### src/rtl/sram_req_arbiter.sv
// Shares one sram-like port between fetch and load/store requesters.
// Routes in-order returns back to their issuer via an owner FIFO.
module sram_req_arbiter #(
  parameter int MAX_OUTSTANDING = 4,
  parameter int STARVE_LIMIT    = 3
) (
  input  logic        clk,
  input  logic        resetn,
  input  logic        inst_req,
  input  logic [31:0] inst_addr,
  output logic        inst_addr_ok,
  output logic        inst_data_ok,
  input  logic        data_req,
  input  logic        data_wr,
  input  logic [1:0]  data_size,
  input  logic [3:0]  data_wstrb,
  input  logic [31:0] data_addr,
  input  logic [31:0] data_wdata,
  output logic        data_addr_ok,
  output logic        data_data_ok,
  output logic [31:0] rdata,
  output logic        m_req,
  output logic        m_wr,
  output logic [1:0]  m_size,
  output logic [3:0]  m_wstrb,
  output logic [31:0] m_addr,
  output logic [31:0] m_wdata,
  input  logic        m_addr_ok,
  input  logic        m_data_ok,
  input  logic [31:0] m_rdata,
  output logic        err_unexpected_ok
);

  localparam int PW = $clog2(MAX_OUTSTANDING);
  localparam int CW = PW + 1;
  localparam int SW = $clog2(STARVE_LIMIT + 1);
  localparam logic [CW-1:0] FULL_C = CW'(MAX_OUTSTANDING);
  localparam logic [SW-1:0] SLIM_C = SW'(STARVE_LIMIT);

  typedef enum logic {
    ID_INST = 1'b0,
    ID_DATA = 1'b1
  } owner_e;

  logic                       lock_valid_q, lock_valid_d;
  owner_e                     lock_id_q, lock_id_d;
  logic [MAX_OUTSTANDING-1:0] own_q, own_d;
  logic [PW-1:0]              wr_ptr_q, wr_ptr_d;
  logic [PW-1:0]              rd_ptr_q, rd_ptr_d;
  logic [CW-1:0]              count_q, count_d;
  logic [SW-1:0]              starve_q, starve_d;
  logic                       err_q, err_d;

  owner_e winner;
  logic   lock_hit;
  logic   data_wins;
  logic   req;
  logic   accept;
  logic   ret;
  logic   pop;
  logic   head;

  always_comb begin
    lock_hit  = lock_valid_q &
                ((lock_id_q == ID_DATA) ? data_req : inst_req);
    data_wins = data_req &
                ~(inst_req & (starve_q == SLIM_C));
    if (lock_hit)
      winner = lock_id_q;
    else
      winner = data_wins ? ID_DATA : ID_INST;
    req    = resetn & (inst_req | data_req) &
             (count_q != FULL_C);
    accept = req & m_addr_ok;
    ret    = resetn & m_data_ok;
    pop    = ret & (count_q != '0);
    head   = own_q[rd_ptr_q];
  end

  // Fields follow the winner; a fetch is always a 4-byte read.
  always_comb begin
    m_req   = req;
    m_wr    = 1'b0;
    m_size  = 2'd0;
    m_wstrb = 4'd0;
    m_addr  = 32'd0;
    m_wdata = 32'd0;
    if (resetn) begin
      if (winner == ID_DATA) begin
        m_wr    = data_wr;
        m_size  = data_size;
        m_wstrb = data_wstrb;
        m_addr  = data_addr;
        m_wdata = data_wdata;
      end else begin
        m_size  = 2'd2;
        m_addr  = inst_addr;
      end
    end
  end

  assign inst_addr_ok      = accept & (winner == ID_INST);
  assign data_addr_ok      = accept & (winner == ID_DATA);
  assign inst_data_ok      = pop & ~head;
  assign data_data_ok      = pop & head;
  assign rdata             = resetn ? m_rdata : 32'd0;
  assign err_unexpected_ok = err_q;

  always_comb begin
    lock_valid_d = req & ~m_addr_ok;
    lock_id_d    = lock_valid_d ? winner : lock_id_q;

    own_d    = own_q;
    wr_ptr_d = wr_ptr_q;
    rd_ptr_d = rd_ptr_q;
    count_d  = count_q;
    if (accept) begin
      own_d[wr_ptr_q] = (winner == ID_DATA);
      wr_ptr_d        = wr_ptr_q + PW'(1);
    end
    if (pop)
      rd_ptr_d = rd_ptr_q + PW'(1);
    unique case ({accept, pop})
      2'b10:   count_d = count_q + CW'(1);
      2'b01:   count_d = count_q - CW'(1);
      default: count_d = count_q;
    endcase

    starve_d = starve_q;
    if (!inst_req)
      starve_d = '0;
    else if (accept && winner == ID_INST)
      starve_d = '0;
    else if (accept && starve_q != SLIM_C)
      starve_d = starve_q + SW'(1);

    err_d = err_q | (ret & (count_q == '0));
  end

  always_ff @(posedge clk or negedge resetn) begin
    if (!resetn) begin
      lock_valid_q <= 1'b0;
      lock_id_q    <= ID_INST;
      own_q        <= '0;
      wr_ptr_q     <= '0;
      rd_ptr_q     <= '0;
      count_q      <= '0;
      starve_q     <= '0;
      err_q        <= 1'b0;
    end else begin
      lock_valid_q <= lock_valid_d;
      lock_id_q    <= lock_id_d;
      own_q        <= own_d;
      wr_ptr_q     <= wr_ptr_d;
      rd_ptr_q     <= rd_ptr_d;
      count_q      <= count_d;
      starve_q     <= starve_d;
      err_q        <= err_d;
    end
  end

endmodule
### config.mk
export PLATFORM = sky130hd
export DESIGN_NAME = sram_req_arbiter
export DESIGN_NICKNAME = d
export VERILOG_FILES = /design/src/rtl/sram_req_arbiter.sv
export SDC_FILE = /design/constraint.sdc
export NUM_CORES = 1
export LEC_CHECK = 0
export BUFFER_PORTS_ARGS = -buffer_cell sky130_fd_sc_hd__buf_2
export CAP_MARGIN = 10
export CORE_AREA = 2 2 98 100
export DETAILED_ROUTE_END_ITERATION = 12
export DIE_AREA = 0 0 100 102
export PLACE_DENSITY = 0.55
export SLEW_MARGIN = 0
export SYNTH_ARGS = -nofsm -noshare
export SYNTH_HDL_FRONTEND = slang
export SYNTH_SLANG_ARGS = --single-unit
### constraint.sdc
create_clock -name clk -period 4.5 [get_ports clk]
set_clock_uncertainty 0.05 [all_clocks]
set_input_delay 1.35 -clock clk [delete_from_list [all_inputs] [get_ports clk]]
set_output_delay 1.35 -clock clk [all_outputs]
set_load 0.05 [all_outputs]
==> results of run 1 <==
-- cells in the final DEF, fill, tap and decap left out, types with 2 or more instances in the layout --
cell        n
buf_2     249
or2_2       2
mux2_2      3
o21ai_1     2
nand2_1    10
a32o_1      2
dfrtp_1    16
o21ai_2     2
and2_1     33
o21ai_0    33
clkbuf_8    4
nor2_1      4
buf_4       9
ha_1        6
inv_1       9
xnor2_1     4
xor2_1      2
a21oi_1    32
and3_1     39
nand3_1    32
-- layout make-up --
type	count	area share
timing repair buffer	258	0.393
tap	111	0.0415
sequential	16	0.120
inverter	10	0.0112
clock buffer	4	0.0164
multi-input combinational	223	0.419
-- through the flow --
stage | area, um2 | hold slack, ns | std cells
3_5_place_dp | 3290 | 0.415 | 618
4_1_cts | 3350 | 0.430 | 622
5_1_grt | 3350 | 0.450 | 622
3_3_place_gp | 3290 | 0.400 | 618
2_1_floorplan | 1960 | 0.403 | 277
6_report | 3350 | 0.429 | 622
-- kinds of logic (layout without fill, tap and decap cells) --
| family | after synthesis | after routing | synth area share |
|---|---|---|---|
| AO/OA/AOI/OAI | 74 | 74 | 0.207 |
| AND/OR/NAND/NOR | 129 | 129 | 0.387 |
| XOR/XNOR | 6 | 6 | 0.0269 |
| flip-flops | 16 | 16 | 0.205 |
| buffers and inverters | 38 | 272 | 0.0787 |
| multiplexers | 7 | 7 | 0.0473 |
| adder cells (fa/ha/maj) | 7 | 7 | 0.0486 |
-- registers in the layout, summed over array words and instances (netlist names) --
register and flops:
lock_id_q 1, starve_q 2, err_unexpected_ok 1, own_q 4
lock_valid_q 1, count_q 3, wr_ptr_q 2, rd_ptr_q 2
-- path summary, 6_finish.rpt --
path / start / endpoint / cells past startpoint
min in group asynchronous: resetn / lock_valid_q$_DFF_PN0_ / 2
max: resetn / m_addr[19] / 4
min: err_unexpected_ok$_DFF_PN0_ / err_unexpected_ok$_DFF_PN0_ / 1
max in group asynchronous: resetn / own_q[1]$_DFFE_PN0P_ / 2
max reg2reg: count_q[0]$_DFFE_PN0P_ / count_q[2]$_DFFE_PN0P_ / 9
min reg2reg: err_unexpected_ok$_DFF_PN0_ / err_unexpected_ok$_DFF_PN0_ / 1
-- power breakdown --
group	switching, mW	internal (mW)	leakage, nW	total, mW
registers	0.0439	0.205	0.194	0.248
logic	0.407	0.221	1.82	0.628
clock network	0.0484	0.0775	0.0288	0.126
total	0.499	0.503	2.04	1.00
-- critical path: cells and delay by family --
family                 cells  cell delay (ns)
buffers and inverters      3             1.04
AOI/OAI and AO/OA          1             0.32
-- layer usage --
layer  track usage  up-vias
met2         0.307      154
li1              -     1431
met3        0.0239        2
met4        0.0190        0
met5             0        -
met1         0.157     1305
==> impl_results.md, run 1 <==
* Critical path startpoint category: input pin
* Port Buffers at ~250
* Vias at 2,892
* Clk Latency, worst-skew pair at ~0.25 ns
* Final setup fails at 0
* Multi-input logic area at roughly 1400 um2
* Worst EP arrival at about 2.7 ns
* Gpl congestion at 0.825
* Crit-path max cell delay at roughly 0.48 ns
* Met2 wire len at approximately 4800 um
* Sequential-to-total area share from yosys stat at 0.205
* Most used cell along the critical path: buf_2
* Critical path's slowest cell: inv_1
* Actual slew at the worst max-slew pin at slightly below 1 ns
* Peak supply drop at around 140 uV
* Wirelength, routed at 8610 um
* Utilization of the core after routing at 0.367
* Area of the die at 10,200 um2
* Cell Chain, Critical Path: buf_2 > inv_1 > a21oi_1 > buf_2
* Final min period at 4.13 ns
* Post-Synthesis Cell Area at between 1500 and 2000 um2
* Post-route setup slack at ~0.37 ns
* Cts hold-fix bufs at 0
* Power per cell area at roughly 300 nW/um2
* # IOs at 250
* WL/cell at about 14 um
* ANT nets after route at 0
* Synth area leader: dfrtp_1
* Register Area at 400 um2
* Number of diodes at 0
* Via density per instance at 4.65
* Synth warn at 0
* Hpwl dp at 7000 um
* Number of max-cap violations at 0
* Number of distinct library cells after synthesis at 39
* Max FO, Critical Path at 32
* CTS Buffer Depth at 2
* Nets@finish at 660
* Clk slew on worst S/H paths at roughly 0.070 ns
* Synth Instances at about 280
* Share of cells above drive strength 1 at 0.544
* Async SR Flop Fraction at 1.00
* Root Driver: clkbuf_8
* Slew HR at 0.350
* Max layer used: met4
* Run status: finished, final reports clean
* Crit Path Category: input pin to primary output
* Syn avg cell area at a little over 7 um2
* Top cells by count, synth: and3_1 (39), and2_1 (33), o21ai_0 (33)
* Overall Global Routing Usage at 0.147
* H-tree depth at 1
* Setup Buffers After CTS at 0
* Vias in the first global route at 2,571
* Initial Util at 0.215
* Clock sink total at 16
* Number of synthesized flops with an enable pin at 0
* Grt total ovfl at 0
* DRC viols at 0
* Gates resized, CTS repair at 0
* Worst Hold Class: register to register
* Fill count at a little under 1,000
* P_leak at ~2 nW
* Register bit total from synthesis at 16
* Critical Path Sink Type: primary output
* Most frequent cell after synthesis: and3_1
* WL met1 at approximately 3100 um
* Ranking of synthesized cells by area: dfrtp_1 (20%), and3_1 (12%), and2_1 (11%)
* Setup slack at placement at about 0.34 ns
* Initial DRT Pass Iterations at 4
* Antenna violations before repair at 0
* DRT iter0 DRCs at 60
* Max Fclk at 242 MHz
* Mapped Nets at 425
* Unrepaired setup endpoints after global routing: no
* Top FF cell, synth: dfrtp_1
* Final Cycle Share at 0.917
* Hold Vio Cnt, Final at 0
* Yosys top cell area share at 0.205
* Final total power at 1.00 mW
* Met3 Wirelength at between 700 and 800 um
* Area growth, synth to finish at 71.1%
* FF-to-FF setup slack at 2.23 ns
* Row cnt at 35
* Largest net degree at the start of global routing at 69
* CTS Buf Count at 3
* Die W at approximately 100 um
* Core box area at ~9100 um2
* Global-route wire length before repair at around 12,000 um
* Fin Setup TNS at 0 ns
* CTS tree: done
* Die height at 102 um
* CP required at between 3 and 4 ns
* Count of final max-slew check failures at 0
(Power assumes the default switching activity.)
==> run 2: changes to the inputs <==
- ABC_AREA: default -> 1
- BUFFER_PORTS_ARGS: -buffer_cell sky130_fd_sc_hd__buf_2 -> -buffer_cell sky130_fd_sc_hd__clkbuf_2
- CORE_AREA: 2 2 98 100 -> 2 2 97 99
- DIE_AREA: 0 0 100 102 -> 0 0 99 101
==> impl_results.md, run 2 <==
* Net Switching at 571 uW (+14%)
* Vias at 2,871 (-0.73%)
* Overall Global Routing Usage at 0.152 (+0.00544)
* Placed Cells at 709 (+15%)
* Multi-input logic area at 1080 um2 (-23%)
* Post-Synthesis Cell Area at 1920 um2 (-2.0%)
* Worst Hold Class: register to register
* DRT iter0 DRCs at 71 (+18%)
* Sequential-to-total area share from yosys stat at 0.209 (+0.00428)
* Clock sink total at 16 (unchanged)
* Grt total ovfl at 0 (unchanged)
* Yosys top cell area share at 0.233 (+0.0284)
* Post-route setup slack at 0.526 ns (+0.154 ns)
* Setup slack at placement at 0.513 ns (+0.175 ns)
* DRC viols at 0 (unchanged)
* Top FF cell, synth: dfrtp_1
* CP required at 3.10 ns (about the same)
* Final instance area at 3650 um2 (+9.0%)
* Core box area at 8980 um2 (-1.4%)
* Area post-placement at 3610 um2 (+9.6%)
* Number of distinct library cells after synthesis at 24 (-38%)
* Die height at 101 um (-0.98%)
* Critical path startpoint category: input pin
* Gpl congestion at 0.818 (-0.84%)
* Final Non-Filler Cells at 712 (+14%)
* Seq pwr share at 0.237 (-0.011)
* Root Driver: clkbuf_8
* Async SR Flop Fraction at 1.00 (unchanged)
* Number of max-cap violations at 0 (unchanged)
* Max Fclk at 252 MHz (+3.9%)
* Hold Vio Cnt, Final at 0 (unchanged)
* Critical Path Sink Type: primary output
* CTS Buf Count at 3 (unchanged)
* Crit-path leading delay family: buffers and inverters
* Actual slew at the worst max-slew pin at 0.400 ns (-0.574 ns)
* Setup Buffers After CTS at 0 (unchanged)
* Int Pwr at 490 uW (-2.6%)
* H-tree depth at 1 (unchanged)
* Most frequent cell after synthesis: nor2_1
* Clock network power share at 0.099 (-0.027)
* Fill count at 985 (-0.30%)
* Power per cell area at 291 nW/um2 (-2.9%)
* Most used cell along the critical path: clkbuf_2
* Crit-path max cell delay at 0.42 ns (-0.06 ns)
* Largest register FFs at 4 (unchanged)
* Area of the die at 10000 um2 (-2.0%)
* Peak supply drop at 244 uV (+70%)
* Unrepaired setup endpoints after global routing: no
* Clk slew on worst S/H paths at 0.06 ns (about the same)
* Number of synthesized flops with an enable pin at 0 (unchanged)
* Port Buffers at 249 (unchanged)
* CTS Buffer Depth at 2 (unchanged)
* Gates resized, CTS repair at 0 (unchanged)
* Run status: finished, final reports clean
* Top cells by count, synth: nor2_1 (119), inv_1 (86), nand2_1 (53)
* Commonest cells after routing, fill and taps aside: clkbuf_2 (225), nor2_1 (119), inv_1 (86)
* Antenna violations before repair at 0 (unchanged)
* Largest net degree at the start of global routing at 43 (-38%)
* Fin Setup TNS at 0 ns (unchanged)
* Die W at 99 um (-1.0%)
* Global-route wire length before repair at 12,500 um (+1.9%)
* Crit Path Category: input pin to primary output
* Wirelength, routed at 8360 um (-2.9%)
* Synth area leader: nor2_1
* Share of cells above drive strength 1 at 0.443 (-0.101)
* Area growth, synth to finish at 90.5%
* P_leak at 2.45 nW (+20%)
* Worst EP arrival at 2.57 ns (-0.16 ns)
* Nets@finish at 751 (+14%)
* Syn avg cell area at 5.31 um2 (-25%)
* CTS tree: done
* Final Cycle Share at 0.883 (-0.0343)
* Final min period at 3.97 ns (-0.154 ns)
* # IOs at 250 (unchanged)
* Clk Latency, worst-skew pair at 0.25 ns (about the same)
* Register Area at 400 um2 (unchanged)
* Slew HR at 0.734 (+0.384)
* Mapped Nets at 509 (+20%)
* Count of final max-slew check failures at 0 (unchanged)
* Ranking of synthesized cells by area: nor2_1 (23%), dfrtp_1 (21%), inv_1 (17%)
* Fin Hold WS at 0.433 ns (+0.00367 ns)
* Cell Chain, Critical Path: clkbuf_2 > buf_4 > o21ai_0 > nor2_1 > clkbuf_2
* Sw frac at 0.538 (+0.0401)
* Initial Util at 0.213 (-0.00132)
* Vias in the first global route at 2,529 (-1.6%)
* Regs by FF count: own_q (4), count_q (3)
* Max FO, Critical Path at 42 (+31%)
* Register bit total from synthesis at 16 (unchanged)
* Final setup fails at 0 (unchanged)
* WP buf/inv at 3 (unchanged)
* Initial DRT Pass Iterations at 4 (unchanged)
* Biggest register: own_q
* Critical path's slowest cell: buf_4
* WL/cell at 11.7 um (-15%)
* Synth Instances at 361 (+30%)
* ANT nets after route at 0 (unchanged)
* Commonest non-fill, non-tap cell in the layout: clkbuf_2
* Hpwl dp at 7150 um (+2.2%)
* Via density per instance at 4.03 (-13%)
* Row cnt at 35 (unchanged)
* Synth warn at 0 (unchanged)
* Number of diodes at 0 (unchanged)
* Logic pwr share at 0.663 (+0.037)
* Cts hold-fix bufs at 0 (unchanged)
## run 2: worst paths after layout
path,from,end,slack [ns],depth (start not counted)
min,err_unexpected_ok$_DFF_PN0_,err_unexpected_ok$_DFF_PN0_,0.43,1
max reg2reg,count_q[1]$_DFFE_PN0P_,count_q[2]$_DFFE_PN0P_,2.47,9
min in group asynchronous,resetn,count_q[2]$_DFFE_PN0P_,0.91,1
min reg2reg,err_unexpected_ok$_DFF_PN0_,err_unexpected_ok$_DFF_PN0_,0.43,1
max,resetn,m_addr[9],0.53,5
max in group asynchronous,resetn,err_unexpected_ok$_DFF_PN0_,2.82,2
## run 2: kinds of logic (layout without fill, tap and decap cells)
| family | Yosys count | count (layout) | synth area share |
|---|---|---|---|
| and+or+nand+nor | 179 | 179 | 0.372 |
| buffers and inverters | 108 | 348 | 0.226 |
| AOI/OAI and AO/OA | 47 | 47 | 0.125 |
| DFF | 16 | 16 | 0.209 |
| adders and majority gates | 7 | 7 | 0.0496 |
| xor gates and xnor gates | 4 | 4 | 0.0183 |
## run 2: stage by stage
step	util	power, mW
detailed placement	0.402	0.961
CTS	0.406	1.07
finish	0.406	1.06
global placement	0.402	0.949
global route	0.406	1.15
floorplan	-	0.729
## run 2: cell type report
type,instances,share of cell area
clock buffers,3,0.0113
inverters,91,0.0936
multi-input cells,237,0.297
flip-flops and latches,16,0.110
well taps,111,0.0381
repair buffers,254,0.451
## run 2: power by group through the flow
stage                     registers [mW]  logic, mW  clock network [mW]
after floorplan                    0.255      0.474                   0
after global placement             0.251      0.697                   0
after detailed placement           0.254      0.707                   0
after CTS                          0.252      0.710               0.108
after global routing               0.259      0.774               0.115
final                              0.251      0.703               0.105
## run 2: routing by layer
| metal | wire (um) | share of wire | GRT usage | vias to the layer above |
|---|---|---|---|---|
| li1 | - | - | - | 1516 |
| met1 | 3400 | 0.41 | 0.193 | 1238 |
| met2 | 4080 | 0.49 | 0.260 | 111 |
| met3 | 769 | 0.092 | 0.0416 | 6 |
| met4 | 104 | 0.012 | 0.0306 | 0 |
| met5 | 0 | 0 | 0 | - |
